<file path="src/rtl/display_pkg.sv">
// Shared definitions for the multiplexed 4-digit 7-segment scan controller.
// Segment patterns are {g,f,e,d,c,b,a}, active-low.
package display_pkg;

    typedef enum logic {
        S_BLANK = 1'b0,
        S_SHOW  = 1'b1
    } scan_state_t;

    localparam logic [3:0] ANODES_OFF = 4'b1111;
    localparam logic [6:0] SEG_OFF    = 7'h7F;

    // Entry n holds the pattern for hex digit n; listed from F down to 0.
    localparam logic [15:0][6:0] SEG_TABLE = {
        7'h0E, 7'h06, 7'h21, 7'h46, 7'h03, 7'h08, 7'h10, 7'h00,
        7'h78, 7'h02, 7'h12, 7'h19, 7'h30, 7'h24, 7'h79, 7'h40
    };

endpackage

</file>
<file path="src/rtl/hex7seg.sv">
// Combinational hex nibble to active-low 7-segment pattern.
module hex7seg
    import display_pkg::*;
(
    input  logic [3:0] i_Hex,
    output logic [6:0] o_Seg
);

    assign o_Seg = SEG_TABLE[i_Hex];

endmodule

</file>
<file path="src/rtl/display_scan_ctrl.sv">
// Time-multiplexed scan of four 7-segment digits with blanking between slots
// and a frame-synchronous shadow/active data register pair.
//
// state   | meaning
// S_BLANK | all anodes off for BLANK_CYCLES before the current digit slot
// S_SHOW  | digit r_idx driven for SHOW_CYCLES
module display_scan_ctrl
    import display_pkg::*;
#(
    parameter int SHOW_CYCLES  = 100000,
    parameter int BLANK_CYCLES = 1000
) (
    input  logic        i_Clk,
    input  logic        i_Reset,
    input  logic [15:0] i_Data,
    input  logic        i_Load,
    output logic        o_Ready,
    input  logic [3:0]  i_DigitEn,
    input  logic [3:0]  i_Dp,
    output logic [1:0]  o_Sel,
    output logic [3:0]  o_Anodos,
    output logic [6:0]  o_Seg,
    output logic        o_Dp,
    output logic        o_FrameDone
);

    localparam int MAX_C = (SHOW_CYCLES > BLANK_CYCLES) ? SHOW_CYCLES : BLANK_CYCLES;
    localparam int CW    = (MAX_C > 1) ? $clog2(MAX_C) : 1;
    localparam logic [CW-1:0] BLANK_TC = CW'(BLANK_CYCLES - 1);
    localparam logic [CW-1:0] SHOW_TC  = CW'(SHOW_CYCLES - 1);

    scan_state_t   r_state;
    logic [CW-1:0] r_cnt;
    logic [1:0]    r_idx;
    logic [15:0]   r_active;
    logic [15:0]   r_shadow;
    logic          r_pending;
    logic          r_ready;
    logic [1:0]    r_sel;
    logic [3:0]    r_anodos;
    logic [6:0]    r_seg;
    logic          r_dp;
    logic          r_frame_done;

    logic       w_blank_done;
    logic       w_show_done;
    logic       w_wrap;
    logic       w_show_nx;
    logic [1:0] w_idx_nx;
    logic [3:0] w_nibble;
    logic [6:0] w_seg_dec;
    logic [3:0] w_an_show;

    assign w_blank_done = (r_state == S_BLANK) && (r_cnt == BLANK_TC);
    assign w_show_done  = (r_state == S_SHOW)  && (r_cnt == SHOW_TC);
    assign w_wrap       = w_show_done && (r_idx == 2'd3);
    assign w_idx_nx     = w_show_done ? r_idx + 2'd1 : r_idx;
    // The index does not change when the next state is S_SHOW, so r_idx selects it.
    assign w_show_nx    = w_blank_done || ((r_state == S_SHOW) && !w_show_done);
    assign w_an_show    = i_DigitEn[r_idx] ? ~(4'b0001 << r_idx) : ANODES_OFF;

    always_comb begin
        w_nibble = r_active[3:0];
        case (r_idx)
            2'd0:    w_nibble = r_active[3:0];
            2'd1:    w_nibble = r_active[7:4];
            2'd2:    w_nibble = r_active[11:8];
            default: w_nibble = r_active[15:12];
        endcase
    end

    hex7seg u_hex7seg (
        .i_Hex (w_nibble),
        .o_Seg (w_seg_dec)
    );

    always_ff @(posedge i_Clk) begin
        if (i_Reset) begin
            r_state      <= S_BLANK;
            r_cnt        <= '0;
            r_idx        <= 2'd0;
            r_active     <= 16'h0000;
            r_shadow     <= 16'h0000;
            r_pending    <= 1'b0;
            r_ready      <= 1'b1;
            r_sel        <= 2'd0;
            r_anodos     <= ANODES_OFF;
            r_seg        <= SEG_OFF;
            r_dp         <= 1'b1;
            r_frame_done <= 1'b0;
        end else begin
            case (r_state)
                S_BLANK: begin
                    if (w_blank_done) begin
                        r_state <= S_SHOW;
                        r_cnt   <= '0;
                    end else begin
                        r_cnt   <= r_cnt + 1'b1;
                    end
                end
                S_SHOW: begin
                    if (w_show_done) begin
                        r_state <= S_BLANK;
                        r_cnt   <= '0;
                        r_idx   <= w_idx_nx;
                    end else begin
                        r_cnt   <= r_cnt + 1'b1;
                    end
                end
                default: begin
                    r_state <= S_BLANK;
                    r_cnt   <= '0;
                end
            endcase

            r_sel        <= w_idx_nx;
            r_anodos     <= w_show_nx ? w_an_show : ANODES_OFF;
            r_seg        <= w_show_nx ? w_seg_dec : SEG_OFF;
            r_dp         <= w_show_nx ? ~i_Dp[r_idx] : 1'b1;
            r_frame_done <= w_wrap;

            // Ready implies nothing pending, so the copy and a new load never coincide.
            if (w_wrap && r_pending) begin
                r_active  <= r_shadow;
                r_pending <= 1'b0;
                r_ready   <= 1'b1;
            end
            if (i_Load && r_ready) begin
                r_shadow  <= i_Data;
                r_pending <= 1'b1;
                r_ready   <= 1'b0;
            end
        end
    end

    assign o_Ready     = r_ready;
    assign o_Sel       = r_sel;
    assign o_Anodos    = r_anodos;
    assign o_Seg       = r_seg;
    assign o_Dp        = r_dp;
    assign o_FrameDone = r_frame_done;

endmodule
</file>
<file path="config.mk">
export PLATFORM = sky130hd
export DESIGN_NAME = display_scan_ctrl
export DESIGN_NICKNAME = d
export VERILOG_FILES = /design/src/rtl/display_pkg.sv /design/src/rtl/hex7seg.sv /design/src/rtl/display_scan_ctrl.sv
export SDC_FILE = /design/constraint.sdc
export NUM_CORES = 1
export LEC_CHECK = 0
export CELL_PAD_IN_SITES_DETAIL_PLACEMENT = 0
export CELL_PAD_IN_SITES_GLOBAL_PLACEMENT = 1
export CORE_MARGIN = 2
export CORE_UTILIZATION = 44
export CTS_CLUSTER_SIZE = 8
export DETAILED_ROUTE_END_ITERATION = 10
export PLACE_DENSITY = 0.83
export SLEW_MARGIN = 20
export SYNTH_ARGS = -nofsm -noshare
export SYNTH_HDL_FRONTEND = slang
export SYNTH_HIERARCHICAL = 1
export SYNTH_SLANG_ARGS = --single-unit
</file>
<file path="constraint.sdc">
create_clock -name i_Clk -period 4.7 [get_ports i_Clk]
set_clock_uncertainty 0.2 [all_clocks]
set_input_delay 0.94 -clock i_Clk [delete_from_list [all_inputs] [get_ports i_Clk]]
set_output_delay 0.94 -clock i_Clk [all_outputs]
set_load 0.005 [all_outputs]
</file>
==> metrics <==
run status finished, final reports clean; Setup Buffers After CTS 0; post-synthesis compound-gate area fraction 16.17%; Reg-to-Reg End o_Seg[3]; largest family of logic cells by synthesized area simple AND/OR/NAND/NOR gates; Hold Path Class reg -> reg; Core Util, Final 55.79%; core area 0.006869 mm2; Max FO, Critical Path 7; TritonCTS Buffers 9; post-synthesis adder-cell area fraction 5.177%; Clock transition at path regs 80 ps; synthesized area per cell 8.727 um2; CP required 4720 ps; detailed placement HPWL 4780 um; Congestion Overflow GR 0; clk sinks 69; H-tree depth 3; Hold Slack 258.5 ps; vias in the first global route 2436; R2R cell count 9; CTS tree built; DIE WIDTH 88.50 um; die area 0.007832 mm2; Avg Vias per Cell 5.330; synthesized cell area 0.003142 mm2; setup TNS 0 ps; Slew @ Worst Pin 931.0 ps; Inserted Diodes 0; Startpoint Class flip-flop; Die Y-Extent 88.50 um; Worst path max stage delay 500 ps; startpoint of the worst hold path r_shadow[6]; crit path time final 2861 ps; power per cell area 327.3 mW/mm2; NumNets Final 430; Crit Path Class reg -> reg; clk buf depth 2; Cell variety after synth 43; Max Cap Viol 0; Synth Area in XOR/XNOR 3.624%; Layout area overhead 21.98%; YS warnings 6; top_reg_cell synth dfxtp_1; Worst Hold Depth 2; Fin. Hold Viols 0; clock latency on the worst-skew pair 350 ps; Slew Limit Fails 0; Crit. End Element flip-flop; hold_buf cts 0; number of synthesized register bits 69; syn_nets 400; fillcell total 666; Buffers on Ports 42; initial core utilization 45.74%; simple-gate portion of the synthesized area 21.11%; static leakage 0.001264 uW; Pre-antenna DRT Iters 4; final worst-path cycle share 60.88%; crit path DAT 2880 ps; largest net degree at the start of global routing 33; CTS root buf clkbuf_8; worst r2r src r_idx[0]; mux contribution to synthesized area 5.018%; Setup-failing EPs final 0; total global-route track usage 18.86%; RSZ-0062 raised after global routing false; Peak VDD IR 0.2207 mV; I/O pins 43; drt wl/cell 14.05 um; vias 2617; post_cts resized 0; first-pass GRT wire length 11540 um; CP Cell Sequence ha_1 > a222oi_1 > mux2i_1 > inv_1 > ha_1 > inv_1 > mux4_2 > nor2_1 > o21ai_1; FF-to-FF setup slack 1840 ps; layout cell share with drive strength beyond 1 7.595%; Slowest cell on crit path dfxtp_1; number of core rows 30; f_max 349.5 MHz; Async S/R FF share, synth 0%; WL final 6901 um; WHS Endpoint r_shadow[6]; GPL Wtd Cong 0.7842; DRC viols 0; Slew HR 37.47%; Routed Antenna Nets 0; Post-Syn Instances 360; initial antenna violation count 0; Post-synth EDFFs 0; post-synthesis sequential area ratio 43.97%; DRT iter0 DRCs 88
-- stage by stage --
| step | std cells | cell area, um2 | setup slack (ps) | total power (uW) |
|---|---|---|---|---|
| finish | 491 | 3832 | 1839 | 1254 |
| global route | 491 | 3832 | 1603 | 1299 |
| CTS | 491 | 3829 | 1844 | 1262 |
| detailed placement | 475 | 3582 | 1862 | 676.4 |
| global placement | 475 | 3582 | 1980 | 675.6 |
| floorplan | 360 | 3142 | 2056 | 645.7 |
-- flip-flops by register name, indices dropped and copies added, names as in the netlist --
signal       cells
r_shadow        16
r_idx            2
r_pending        1
o_Dp             1
o_FrameDone      1
r_state          1
o_Ready          1
o_Sel            2
o_Seg            7
o_Anodos         4
r_cnt           17
r_active        16
-- logic make-up after synthesis --
logic type | after synthesis
muxes | 12
and+or+nand+nor | 128
adders and majority gates | 13
DFF | 69
xor gates and xnor gates | 13
AOI/OAI and AO/OA | 88
buffers and inverters | 37
-- synth_stat cells (2+ instances only) --
| cell type | instances | area, um2 |
|---|---|---|
| a222oi_1 | 4 | 40.04 |
| mux4_2 | 3 | 67.56 |
| dfxtp_1 | 69 | 1381 |
| nand4_1 | 7 | 43.79 |
| xor2_1 | 5 | 43.79 |
| o2111ai_1 | 3 | 26.28 |
| nand2_1 | 40 | 150.1 |
| a211oi_1 | 2 | 15.01 |
| buf_1 | 2 | 7.510 |
| o21ai_1 | 7 | 35.03 |
| o21ai_0 | 27 | 135.1 |
| or4_1 | 2 | 15.01 |
| a21oi_1 | 38 | 190.2 |
| and3_1 | 4 | 25.02 |
| mux2i_1 | 9 | 90.09 |
| nor2_1 | 10 | 37.54 |
| nor4_1 | 5 | 31.28 |
| ha_1 | 13 | 162.7 |
| nand3_1 | 27 | 135.1 |
| inv_1 | 11 | 41.29 |
| buf_6 | 2 | 22.52 |
| or3_1 | 4 | 25.02 |
| nor3_1 | 17 | 85.08 |
| or4_4 | 2 | 22.52 |
| clkbuf_1 | 20 | 75.07 |
| and4_1 | 3 | 26.28 |
| xnor2_1 | 8 | 70.07 |
-- placed cells by master, fill, tap and decap left out, types with 3 or more instances in the layout --
cell	n
nor3_1	17
a21oi_1	38
clkdlybuf4s50_1	41
o21ai_0	27
o2111ai_1	3
and4_1	3
o21ai_1	7
xor2_1	5
a222oi_1	4
mux4_2	3
nor2_1	10
nand3_1	27
mux2i_1	8
ha_1	13
nor4_1	5
nand2_1	40
clkbuf_8	9
or3_1	4
inv_1	11
bufinv_16	3
xnor2_1	8
nand4_1	7
and3_1	4
dfxtp_1	69
-- cell type report --
class                           count  area, um2  area share [%]
Clock buffer                        9      123.9           3.232
Multi-Input combinational cell    254       1609           41.98
Inverter                           12      45.04           1.175
Tap cell                           96      120.1           3.134
Sequential cell                    69       1381           36.04
Clock inverter                      7      122.6           3.199
Timing Repair Buffer               44      430.4           11.23
-- power by group --
group	internal (uW)	switching, uW
registers	596	7.30
clock network	355	237
logic	31.1	28.2
-- per-layer routing --
layer / vias to the layer above / global-route usage (%) / part of all wire (%) / wire, um
met2: 61 / 27.55 / 43 / 2968
li1: 1348 / - / - / -
met3: 5 / 6.343 / 4.8 / 329
met1: 1203 / 26.26 / 51 / 3538
met4: 0 / 6.198 / 0.94 / 65
met5: - / 0 / 0 / 0
-- critical path: cells and delay by family, from the launching register on --
family,cells,cell delay (ps)
AOI/OAI and AO/OA,2,210
adders and majority gates,2,670
buffers and inverters,2,240
DFF,1,500
muxes,2,820
and+or+nand+nor,1,90
-- worst max path at each step --
stage | from | endpoint | slack (ps) | cells past startpoint
after floorplan | r_idx[0] | o_Seg[3] | 2060 | 9
after global placement | r_idx[0] | o_Seg[3] | 1980 | 9
after detailed placement | r_idx[0] | o_Seg[3] | 1860 | 9
after CTS | r_idx[0] | o_Seg[3] | 1840 | 9
after global routing | r_idx[0] | o_Seg[3] | 1600 | 9
final | r_idx[0] | o_Seg[3] | 1840 | 9
Note: power is estimated with default switching activity, not from simulation.
